==> config.mk <==
export PLATFORM = sky130hd
export DESIGN_NAME = data_stream_mux
export DESIGN_NICKNAME = d
export VERILOG_FILES = /design/src/rtl/data_stream_mux.sv
export SDC_FILE = /design/constraint.sdc
export NUM_CORES = 1
export LEC_CHECK = 0
export ABC_AREA = 1
export BUFFER_PORTS_ARGS = -buffer_cell sky130_fd_sc_hd__clkbuf_2
export CORE_MARGIN = 4
export CORE_UTILIZATION = 41
export CTS_CLUSTER_DIAMETER = 30
export CTS_CLUSTER_SIZE = 30
export DETAILED_ROUTE_END_ITERATION = 10
export PLACE_DENSITY = 0.73
export SYNTH_ARGS = -nofsm -noshare
export SYNTH_HDL_FRONTEND = slang
export SYNTH_SLANG_ARGS = --single-unit
==> constraint.sdc <==
create_clock -name clk -period 4.3 [get_ports clk]
set_clock_uncertainty 0.15 [all_clocks]
set_input_delay 0.43 -clock clk [delete_from_list [all_inputs] [get_ports clk]]
set_output_delay 0.43 -clock clk [all_outputs]
set_load 0.02 [all_outputs]
==> src/rtl/data_stream_mux.sv <==
// Merges CH_NUM valid/ready channel streams into one framed output stream.
// A frame is, per channel in ascending order, one header word then BURST_LEN data words.
//
// state | meaning
// IDLE  | no frame since reset; waiting for a sync falling edge
// HDR   | presenting the header word for channel ch
// DATA  | passing channel ch through, wcnt words already taken
// DONE  | frame complete; waiting for the next sync falling edge
module data_stream_mux #(
  parameter int CH_NUM    = 2,
  parameter int DATA_W    = 32,
  parameter int BURST_LEN = 32,
  parameter int FCNT_W    = 16
) (
  input  logic                     clk,
  input  logic                     rst_n,
  input  logic                     i_sync,
  output logic                     o_sync_pulse,
  input  logic [CH_NUM*DATA_W-1:0] i_data,
  input  logic [CH_NUM-1:0]        i_valid,
  output logic [CH_NUM-1:0]        o_ready,
  output logic [DATA_W-1:0]        o_data,
  output logic                     o_valid,
  input  logic                     i_ready,
  output logic                     o_sof,
  output logic                     o_eof,
  output logic                     o_abort,
  output logic [FCNT_W-1:0]        o_frame_cnt,
  output logic                     o_busy
);

  typedef enum logic [1:0] {IDLE, HDR, DATA, DONE} state_t;

  state_t             state, state_nxt;
  logic [3:0]         ch, ch_nxt;
  logic [15:0]        wcnt, wcnt_nxt;
  logic [FCNT_W-1:0]  fcnt, fcnt_nxt;
  logic               sync_d;
  logic [DATA_W-1:0]  sel_data;
  logic               sel_valid;
  logic               last_word;
  logic               last_ch;
  logic               xfer;
  logic [15:0]        fc16;
  logic [31:0]        hdr_word;

  // Header carries the low 16 bits of the frame counter, zero-extended if narrower.
  if (FCNT_W >= 16) begin : g_fc
    assign fc16 = fcnt[15:0];
  end else begin : g_fc
    assign fc16 = {{(16-FCNT_W){1'b0}}, fcnt};
  end

  assign hdr_word    = {ch, 12'h000, fc16};
  assign last_word   = (wcnt == 16'(BURST_LEN-1));
  assign last_ch     = (ch == 4'(CH_NUM-1));
  assign xfer        = o_valid & i_ready;
  assign o_frame_cnt = fcnt;

  always_ff @(posedge clk or negedge rst_n) begin
    if (!rst_n) begin
      sync_d       <= 1'b1;
      o_sync_pulse <= 1'b0;
    end else begin
      sync_d       <= i_sync;
      o_sync_pulse <= sync_d & ~i_sync;
    end
  end

  always_comb begin
    sel_data  = '0;
    sel_valid = 1'b0;
    for (int k = 0; k < CH_NUM; k++) begin
      if (ch == 4'(k)) begin
        sel_data  = i_data[k*DATA_W +: DATA_W];
        sel_valid = i_valid[k];
      end
    end
  end

  always_ff @(posedge clk or negedge rst_n) begin
    if (!rst_n) begin
      state <= IDLE;
      ch    <= '0;
      wcnt  <= '0;
      fcnt  <= '0;
    end else begin
      state <= state_nxt;
      ch    <= ch_nxt;
      wcnt  <= wcnt_nxt;
      fcnt  <= fcnt_nxt;
    end
  end

  always_comb begin
    state_nxt = state;
    ch_nxt    = ch;
    wcnt_nxt  = wcnt;
    fcnt_nxt  = fcnt;
    case (state)
      HDR: begin
        if (xfer) begin
          state_nxt = DATA;
          wcnt_nxt  = '0;
        end
      end
      DATA: begin
        if (xfer) begin
          wcnt_nxt = wcnt + 16'd1;
          if (last_word) begin
            if (!last_ch) begin
              ch_nxt    = ch + 4'd1;
              state_nxt = HDR;
            end else begin
              state_nxt = DONE;
            end
          end
        end
      end
      default: ;
    endcase
    // A sync edge restarts the frame from any state; the handshake of this cycle is not replayed.
    if (o_sync_pulse) begin
      state_nxt = HDR;
      ch_nxt    = '0;
      wcnt_nxt  = '0;
      fcnt_nxt  = fcnt + 1'b1;
    end
  end

  always_comb begin
    o_valid = 1'b0;
    o_data  = '0;
    o_ready = '0;
    o_sof   = 1'b0;
    o_eof   = 1'b0;
    o_busy  = 1'b0;
    case (state)
      HDR: begin
        o_valid       = 1'b1;
        o_data[31:0]  = hdr_word;
        o_sof         = (ch == 4'd0);
        o_busy        = 1'b1;
      end
      DATA: begin
        o_valid = sel_valid;
        o_data  = sel_data;
        o_eof   = sel_valid & last_word & last_ch;
        o_busy  = 1'b1;
        for (int k = 0; k < CH_NUM; k++) begin
          if (ch == 4'(k)) o_ready[k] = i_ready;
        end
      end
      default: ;
    endcase
    o_abort = o_sync_pulse & o_busy;
  end

endmodule

==> impl_metrics.ini <==
[hold_path]
holdPathEnd = sync_d
min_path_cells = 1
min_from = i_sync
hold_class = in -> reg

[die]
core_sq_mm = 0.00721
die_y_um = 93.8
start_util = 0.418
fp.dieW_um = 93.8
ios = 126
die_area_sq_mm = 0.00880
rows = 31

[global_routing]
grt_max_degree = 41
grt_pass1_wl_um = 14300
grt_pass1_vias = 3100
grt.total_usage = 0.197
antenna_found_initial = 0
overflow = 0

[routing]
post_drt_wl_per_cell_um = 13.5
drt_pass1_iterations = 4
routed_wl_um = 8950
antenna_left = 0
drt-initial-drc-count = 199
vias_per_cell = 5.04
num_vias = 3347
drc = 0

[finish]
nets = 641
num-fill-cells = 758
diodes = 0
multi_input_area_sq_mm = 0.00173
layout.cells.non_filler = 664
seq_area_sq_mm = 0.00100
area_growth_pct = 24.8
fin_util = 0.522
drive_above_1_share = 0.264

[synthesis]
ys_warn_count = 0
syn_nets = 527
ys_seq_elements = 40
ys_seq_area_frac = 0.332
syn_area_sq_mm = 0.00302
netlist_instances = 450
yosys.cell_types.count = 32
avgSynthCellArea_sq_um = 6.71

[clock_network]
cts_buffer_depth = 2
clkLatencyLatePin_ns = 0.29
htreeDepth = 2
clockRootBuffer = clkbuf_8
cts.repair.resized = 0
numCtsBuffers = 5
cts_tree = done
path_clk_slew_ns = 0.07
cts_setup_buffers = 0
holdBufCountCts = 0
cts.sinks = 40

[sta]
final.setup.worst_slack_ns = 1.21
setup_viol = 0
fmax_ghz = 0.324
final.period_utilization = 0.718
hold_viol_final = 0
min_period_ns = 3.09
tightest_slew_ns = 1.01
slew_headroom = 0.328
fin_setup_tns_ns = 0
rsz0062_at_grt = no
drv_slew = 0

[power]
p_int_w = 0.000904
p_comb_frac = 0.601
powerDensity_mw_per_mm2 = 515
leakage_nw = 1.96
p_seq_frac = 0.258
ir_worst_vdd_mv = 0.296
netSwitchingPower_w = 0.00104
p_sw_frac = 0.534
p_clk_frac = 0.141

[placement]
portBuffers = 125
place_congestion = 0.955
hpwl_um = 7000
dp.cells = 656
dp_slack_ns = 1.49

[status]
outcome = complete, no violations

[worst_setup_path]
endpoint_kind = output port
timing.rr.end = wcnt[15]
cp.required_ns = 3.72
critical_path.slowest_cell = inv_1
worst-r2r-cell-count = 13
path_class = reg -> out
path_cells = ha_1 -> inv_1 -> nand2_1 -> o21ai_0 -> nand2_1 -> o21ai_0 -> clkbuf_2
r2r-start = state[0]
max_stage_delay_ns = 0.69
arrival_ns = 2.51
rrSetupSlack_ns = 1.81
cp-startpoint = ch[0]
crit_fanout = 32
startpoint_type = register

[flow_run]
maxCapViolations = 0
cells by family (layout without fill, tap and decap cells):
| logic type | after synthesis | in the layout | synth area share |
|---|---|---|---|
| and+or+nand+nor | 248 | 248 | 0.355 |
| AOI/OAI and AO/OA | 66 | 66 | 0.123 |
| buffers and inverters | 66 | 181 | 0.0937 |
| DFF | 40 | 40 | 0.332 |
| xor gates and xnor gates | 23 | 23 | 0.0667 |
| adders and majority gates | 7 | 7 | 0.0290 |
through the flow:
step / hold WS, ns / total power (W) / instance area [sq um]
2_1_floorplan: -0.0156 / 0.00135 / 3020
3_3_place_gp: 0.299 / 0.00165 / 3670
3_5_place_dp: 0.307 / 0.00167 / 3670
4_1_cts: 0.0691 / 0.00196 / 3770
5_1_grt: 0.0723 / 0.00212 / 3770
6_report: 0.0812 / 0.00194 / 3770
cells in the final DEF (no fill, tap or decap), drive strengths merged:
cell	count
dfstp	1
nand2	143
nand4	14
inv	46
ha	7
nor4	1
a21oi	13
a32o	7
clkinv	2
or2	1
nand3	41
xor2	21
clkbuf	133
o21ai	46
nor2	42
nor3	6
xnor2	2
dfrtp	39
layout make-up:
type,instances,area share
multi-input cells,344,0.460
inverters,48,0.0485
flip-flops and latches,40,0.266
well taps,99,0.0329
repair buffers,125,0.166
clock buffers,8,0.0266
how the worst max path moves through the flow:
stage / endpoint / slack, ns / cells past startpoint
floorplan: o_data[11] / 1.99 / 6
global placement: o_data[29] / 1.59 / 7
detailed placement: o_data[28] / 1.49 / 8
CTS: o_data[28] / 1.17 / 8
global route: o_data[28] / 0.98 / 8
finish: o_data[28] / 1.21 / 7
registers in the layout, summed over array words and instances, names as in the netlist:
| signal | cells |
|---|---|
| ch | 4 |
| o_frame_cnt | 16 |
| o_sync_pulse | 1 |
| state | 2 |
| sync_d | 1 |
| wcnt | 16 |
metal layers:
layer,vias to the layer above,share of wire,GRT usage
met1,1520,0.44,0.267
li1,1688,-,-
met5,-,0,0
met2,127,0.47,0.331
met3,12,0.069,0.0264
met4,0,0.013,0.0529
synthesized netlist by cell type:
cell      count  area (sq um)
o21ai_2       2          17.5
nor2_2        4          25.0
buf_6         2          22.5
dfrtp_1      39           976
clkbuf_1     10          37.5
clkinv_1      2          7.51
nand3_4       1          17.5
nand2_1     140           526
nor2_4        1          11.3
dfstp_2       1          26.3
o21ai_0      38           190
nand4_1      14          87.6
ha_1          7          87.6
inv_4         1          6.26
nand2_2       2          12.5
buf_8         1          15.0
nand3_1      40           200
inv_2         3          11.3
o21ai_1       6          30.0
a21oi_1      13          65.1
nor3_1        6          30.0
xnor2_1       2          17.5
buf_2         2          10.0
a32o_1        7          70.1
xor2_1       21           184
nor2_1       37           139
inv_1        42           158
buf_4         1          7.51
nor4_1        1          6.26
nand2_4       1          11.3
or2_2         1          6.26
buf_1         2          7.51
worst max-delay path: cells and delay by family (launching register included):
family | cells | cell delay [ns]
compound gates | 2 | 0.40
flops | 1 | 0.44
fa+ha+maj | 1 | 0.25
simple gates | 2 | 0.19
buf+inv | 2 | 0.92
power by group through the flow:
| stage | clock network, W | registers (W) | logic, W |
|---|---|---|---|
| after floorplan | 0 | 0.000520 | 0.000832 |
| after global placement | 0 | 0.000503 | 0.00114 |
| final | 0.000273 | 0.000500 | 0.00117 |
| after detailed placement | 0 | 0.000507 | 0.00116 |
| after CTS | 0.000286 | 0.000500 | 0.00117 |
| after global routing | 0.000299 | 0.000513 | 0.00131 |
No activity file was read; power rests on OpenSTA's default activity.
